===== config.mk =====
export PLATFORM = sky130hd
export DESIGN_NAME = kernel_sequencer
export DESIGN_NICKNAME = d
export VERILOG_FILES = /design/src/rtl/kernel_sequencer.sv
export SDC_FILE = /design/constraint.sdc
export NUM_CORES = 1
export LEC_CHECK = 0
export BUFFER_PORTS_ARGS = -buffer_cell sky130_fd_sc_hd__buf_2
export CAP_MARGIN = 20
export CORE_UTILIZATION = 50
export CTS_BUF_LIST = sky130_fd_sc_hd__clkbuf_8
export DETAILED_ROUTE_END_ITERATION = 8
export GPL_ROUTABILITY_DRIVEN = 0
export MAX_ROUTING_LAYER = met4
export PLACE_DENSITY = 0.85
export SLEW_MARGIN = 20
export SYNTH_ARGS = -nofsm -noshare
export SYNTH_HDL_FRONTEND = slang
export SYNTH_SLANG_ARGS = --single-unit

===== constraint.sdc =====
create_clock -name clk -period 6.3 [get_ports clk]
set_clock_uncertainty 0.1 [all_clocks]
set_input_delay 0.63 -clock clk [delete_from_list [all_inputs] [get_ports clk]]
set_output_delay 0.63 -clock clk [all_outputs]
set_load 0.05 [all_outputs]

===== src/rtl/kernel_sequencer.sv =====
// Loads nine kernel words and three bias words, then steps the kernel-row
// select through bias, K1-3, K4-6, K7-9 for each requested output block.
module kernel_sequencer #(
    parameter int DATA_WIDTH = 16,
    parameter int CNT_W      = 16
) (
    input  logic                    clk,
    input  logic                    rstn,
    input  logic                    clear,
    input  logic [DATA_WIDTH-1:0]   s_data,
    input  logic                    s_valid,
    output logic                    s_ready,
    input  logic                    start,
    input  logic [CNT_W-1:0]        n_blocks,
    output logic [9*DATA_WIDTH-1:0] kernels,
    output logic [3*DATA_WIDTH-1:0] bias,
    output logic [1:0]              sel,
    output logic                    m_valid,
    input  logic                    m_ready,
    output logic                    m_first,
    output logic                    m_last,
    output logic                    loaded,
    output logic                    done
);

    typedef enum logic [1:0] {
        IDLE  = 2'd0,
        ARMED = 2'd1,
        RUN   = 2'd2,
        DONE  = 2'd3
    } state_t;

    state_t           state_r;
    logic [3:0]       word_cnt_r;
    logic [CNT_W-1:0] blk_cnt_r;
    logic [1:0]       phase_r;
    logic             accept_s;
    logic [1:0]       phase_inc_s;

    assign accept_s    = s_valid & s_ready;
    assign phase_inc_s = phase_r + 2'd1;

    // Sequencer FSM with every output registered alongside the state
    always_ff @(posedge clk or negedge rstn) begin
        if (!rstn) begin
            state_r    <= IDLE;
            word_cnt_r <= 4'd0;
            blk_cnt_r  <= {CNT_W{1'b0}};
            phase_r    <= 2'd3;
            kernels    <= {(9*DATA_WIDTH){1'b0}};
            bias       <= {(3*DATA_WIDTH){1'b0}};
            s_ready    <= 1'b0;
            sel        <= 2'd0;
            m_valid    <= 1'b0;
            m_first    <= 1'b0;
            m_last     <= 1'b0;
            loaded     <= 1'b0;
            done       <= 1'b0;
        end else if (clear) begin
            state_r    <= IDLE;
            word_cnt_r <= 4'd0;
            blk_cnt_r  <= {CNT_W{1'b0}};
            phase_r    <= 2'd3;
            s_ready    <= 1'b1;
            sel        <= 2'd0;
            m_valid    <= 1'b0;
            m_first    <= 1'b0;
            m_last     <= 1'b0;
            loaded     <= 1'b0;
            done       <= 1'b0;
        end else begin
            done <= 1'b0;
            case (state_r)
                IDLE: begin
                    s_ready <= 1'b1;
                    if (accept_s) begin
                        for (int i = 0; i < 9; i++) begin
                            if (word_cnt_r == 4'(i)) begin
                                kernels[i*DATA_WIDTH +: DATA_WIDTH] <= s_data;
                            end
                        end
                        for (int j = 0; j < 3; j++) begin
                            if (word_cnt_r == 4'(j + 9)) begin
                                bias[j*DATA_WIDTH +: DATA_WIDTH] <= s_data;
                            end
                        end
                        if (word_cnt_r == 4'd11) begin
                            word_cnt_r <= 4'd0;
                            state_r    <= ARMED;
                            s_ready    <= 1'b0;
                            loaded     <= 1'b1;
                        end else begin
                            word_cnt_r <= word_cnt_r + 4'd1;
                        end
                    end
                end
                ARMED: begin
                    if (start) begin
                        if (n_blocks != {CNT_W{1'b0}}) begin
                            blk_cnt_r <= n_blocks;
                            phase_r   <= 2'd3;
                            state_r   <= RUN;
                            sel       <= 2'd3;
                            m_valid   <= 1'b1;
                            m_first   <= 1'b1;
                            m_last    <= 1'b0;
                        end else begin
                            state_r <= DONE;
                            done    <= 1'b1;
                        end
                    end
                end
                RUN: begin
                    if (m_ready) begin
                        if (phase_r == 2'd2) begin
                            blk_cnt_r <= blk_cnt_r - CNT_W'(1);
                            phase_r   <= 2'd3;
                            m_last    <= 1'b0;
                            if (blk_cnt_r == CNT_W'(1)) begin
                                state_r <= DONE;
                                done    <= 1'b1;
                                sel     <= 2'd0;
                                m_valid <= 1'b0;
                                m_first <= 1'b0;
                            end else begin
                                sel     <= 2'd3;
                                m_first <= 1'b1;
                            end
                        end else begin
                            // 3 wraps to 0 through the 2-bit increment
                            phase_r <= phase_inc_s;
                            sel     <= phase_inc_s;
                            m_first <= 1'b0;
                            m_last  <= (phase_inc_s == 2'd2);
                        end
                    end
                end
                DONE: begin
                    state_r <= ARMED;
                end
                default: begin
                    state_r <= IDLE;
                    s_ready <= 1'b0;
                    sel     <= 2'd0;
                    m_valid <= 1'b0;
                    m_first <= 1'b0;
                    m_last  <= 1'b0;
                    loaded  <= 1'b0;
                end
            endcase
        end
    end

endmodule


==> flow_summary_export.csv <==
group,metric,value,unit
global_route,grt_max_degree,111,
clocking,cts.path.max_buffers,3,
critical_path,arrival,3.19,ns
power,p_leak,0.00631,µW
critical_path,cp-start-kind,"flip-flop",
logic_synthesis,yosys.area.top_type,"dfrtp_1",
timing,clock.fmax,344,MHz
power,p_sw,1900,µW
timing,drv_slew,0,
layout,antenna_cells,0,
global_route,grtUsageTotal,0.262,
layout,final_cells,1173,
logic_synthesis,ys.warnings.count,0,
clocking,cts_tree,"done",
logic_synthesis,synth_area,9300,µm²
floorplanning,coreArea,18100,µm²
logic_synthesis,synth_top_area_share,0.597,
logic_synthesis,yosysMostFrequentCell,"dfrtp_1",
logic_synthesis,ys_seq_area_frac,0.603,
logic_synthesis,syn_area_per_cell,13.6,µm²
clocking,clkSinkCount,224,
logic_synthesis,synth_cell_types,51,
timing,final.setup.tns,0,ns
global_route,grt.met2_usage,0.424,
clocking,path_clk_slew,0.06,ns
floorplanning,die_h,138,µm
logic_synthesis,synth_edf_count,0,
timing,worst_slew_pin_slew,0.979,ns
logic_synthesis,async_flop_share,1.00,
outcome,violations,"design-rule violations",
layout,fillers,1337,
timing,holdWs,0.0973,ns
placement,hpwlAfterDp,15.7,mm
global_route,grt_pass1_wl,37.8,mm
layout,drive_gt1_frac,0.540,
logic_synthesis,synthTopCellsByArea,"dfrtp_1, mux2_2, a21oi_1, ha_1, nand2_1",
floorplanning,dieArea,19200,µm²
global_route,met1_usage,0.323,
timing,min_period,2.91,ns
global_route,use_met3,0.0651,
floorplanning,fp.dieW,138,µm
logic_synthesis,synth_common_cells,"dfrtp_1, mux2_2, nand2_1",
clocking,cts_hold_buf,0,
critical_path,cp-end-kind,"flip-flop",
placement,dp_cells,1107,
timing,finalCritPeriodShare,0.461,
outcome,status,"finished, violations left",
clocking,clock_latency,0.50,ns
timing,slew_headroom,0.345,
detailed_routing,dr.pass1.iters,7,
detailed_routing,drc,14,
power,powerDensity,422,nW/µm²
clocking,tritoncts.num_buffers,37,
global_route,grt_busiest_layer,"met2",
clocking,ctsResizeCount,0,
power,intPower,2930,µW
floorplanning,core.rowCount,49,
timing,rsz0062_at_grt,"false",
flow_run,drv_cap,0,
detailed_routing,routedWlPerCell,20.5,µm
power,ir_worst_vdd,0.000404,V
global_route,grt_antenna_before_repair,0,
logic_synthesis,synthesis.nets,731,
detailed_routing,vias,6533,
logic_synthesis,syn_inst,682,
power,p_clk_frac,0.283,
global_route,grt_pass1_vias,6792,
placement,io_buffers,237,
layout,finish.utilization,0.633,
clocking,cts_root_buf,"clkbuf_8",
timing,final_hold_viol_count,0,
critical_path,critical_path.max_fanout,16,
floorplanning,io_pins,238,
detailed_routing,ant_nets,0,
logic_synthesis,ys.flop_type,"dfrtp_1",
power,power,4830,µW
power,pwr-share-seq,0.374,
timing,setup_viol_count_final,0,
clocking,postCtsSetupBuffers,0,
power,power_frac_comb,0.343,
logic_synthesis,synth-seq-cells,224,
layout,fin_nets,966,
detailed_routing,drtIter0Drc,428,
clocking,h-tree-depth,2,
critical_path,critPathKind,"reg2reg",
detailed_routing,drt-total-wl,24.0,mm
min_path,hp-class,"in2async",
detailed_routing,vias_per_cell,5.57,
global_route,gr-total-overflow,0,
floorplanning,initial_utilization,0.514,
critical_path,crit_required,6.59,ns
layout,syn2layout_area_growth,23.1,%
power,swShare,0.394,
==> flip-flops by register name, indices dropped and copies added (netlist names) <==
| name | count |
|---|---|
| bias | 48 |
| blk_cnt_r | 16 |
| done | 1 |
| kernels | 144 |
| loaded | 1 |
| m_first | 1 |
| m_last | 1 |
| m_valid | 1 |
| phase_r | 2 |
| s_ready | 1 |
| sel | 2 |
| state_r | 2 |
| word_cnt_r | 4 |
==> cell usage in the layout (no fill, tap or decap), types with 4 or more instances in the layout <==
cell | Yosys | layout
a21o_1 | 5 | 5
a21oi_1 | 32 | 32
and3_1 | 5 | 5
buf_2 | 11 | 236
buf_4 | 0 | 4
clkbuf_8 | 0 | 50
clkinv_2 | 0 | 4
dfrtp_1 | 222 | 222
ha_1 | 11 | 11
inv_1 | 14 | 22
mux2_2 | 192 | 192
nand2_1 | 34 | 34
nand3_1 | 7 | 7
nand3b_1 | 4 | 4
nor2_1 | 24 | 24
nor3_1 | 11 | 11
o21ai_0 | 18 | 18
o32ai_1 | 6 | 6
==> final cells by class <==
class                      count  area, µm²  area share
sequential                   224       5610       0.490
inverter                      14       52.6     0.00459
timing repair buffer         241       1230       0.107
clock inverter                16        125      0.0109
tap                          229        287      0.0250
multi-input combinational    399       3460       0.303
clock buffer                  50        688      0.0601
==> worst paths after layout <==
check / startpoint / endpoint / slack [ns] / cells after the start
max: state_r[0] / kernels[87] / 3.39 / 6
min: rstn / bias[34] / 0.1 / 1
max reg2reg: state_r[0] / kernels[87] / 3.39 / 6
min reg2reg: loaded / loaded / 0.38 / 1
max in group asynchronous: rstn / kernels[64] / 4.68 / 2
min in group clk: loaded / loaded / 0.38 / 1
==> critical path, stage by stage (launching register included) <==
cell and delay (ns):
dfrtp_1 0.39, inv_1 0.08, ha_1 0.18, nand3_1 0.41
nor4b_2 0.51, nand2_1 0.61, mux2_2 0.50
==> metal layers <==
metal / vias to the layer above / part of all wire
met5: - / 0
met2: 242 / 0.49
met1: 3348 / 0.41
met4: 0 / 0.022
li1: 2903 / -
met3: 40 / 0.076
==> kinds of logic (layout without fill, tap and decap cells) <==
logic type	count (synthesis)	count (layout)	synth area share
buffers and inverters	59	321	0.0253
DFF	224	224	0.603
AOI/OAI and AO/OA	80	80	0.0538
xor gates and xnor gates	1	1	0.000942
adders and majority gates	11	11	0.0148
muxes	194	194	0.235
and+or+nand+nor	113	113	0.0677
==> metrics by stage <==
step	cell area, µm²	setup slack (ns)
after floorplan	9300	3.99
after CTS	11500	3.42
after global routing	11500	3.16
final	11500	3.39
after detailed placement	10600	3.35
after global placement	10600	3.48
==> power by group through the flow <==
stage	sequential (µW)	combinational (µW)	clock, µW
floorplan	2410	663	0
global placement	1800	1620	0
detailed placement	1820	1650	0
CTS	1800	1660	1390
global route	1830	1760	1460
finish	1800	1660	1370
No activity file was read; power rests on OpenSTA's default activity.
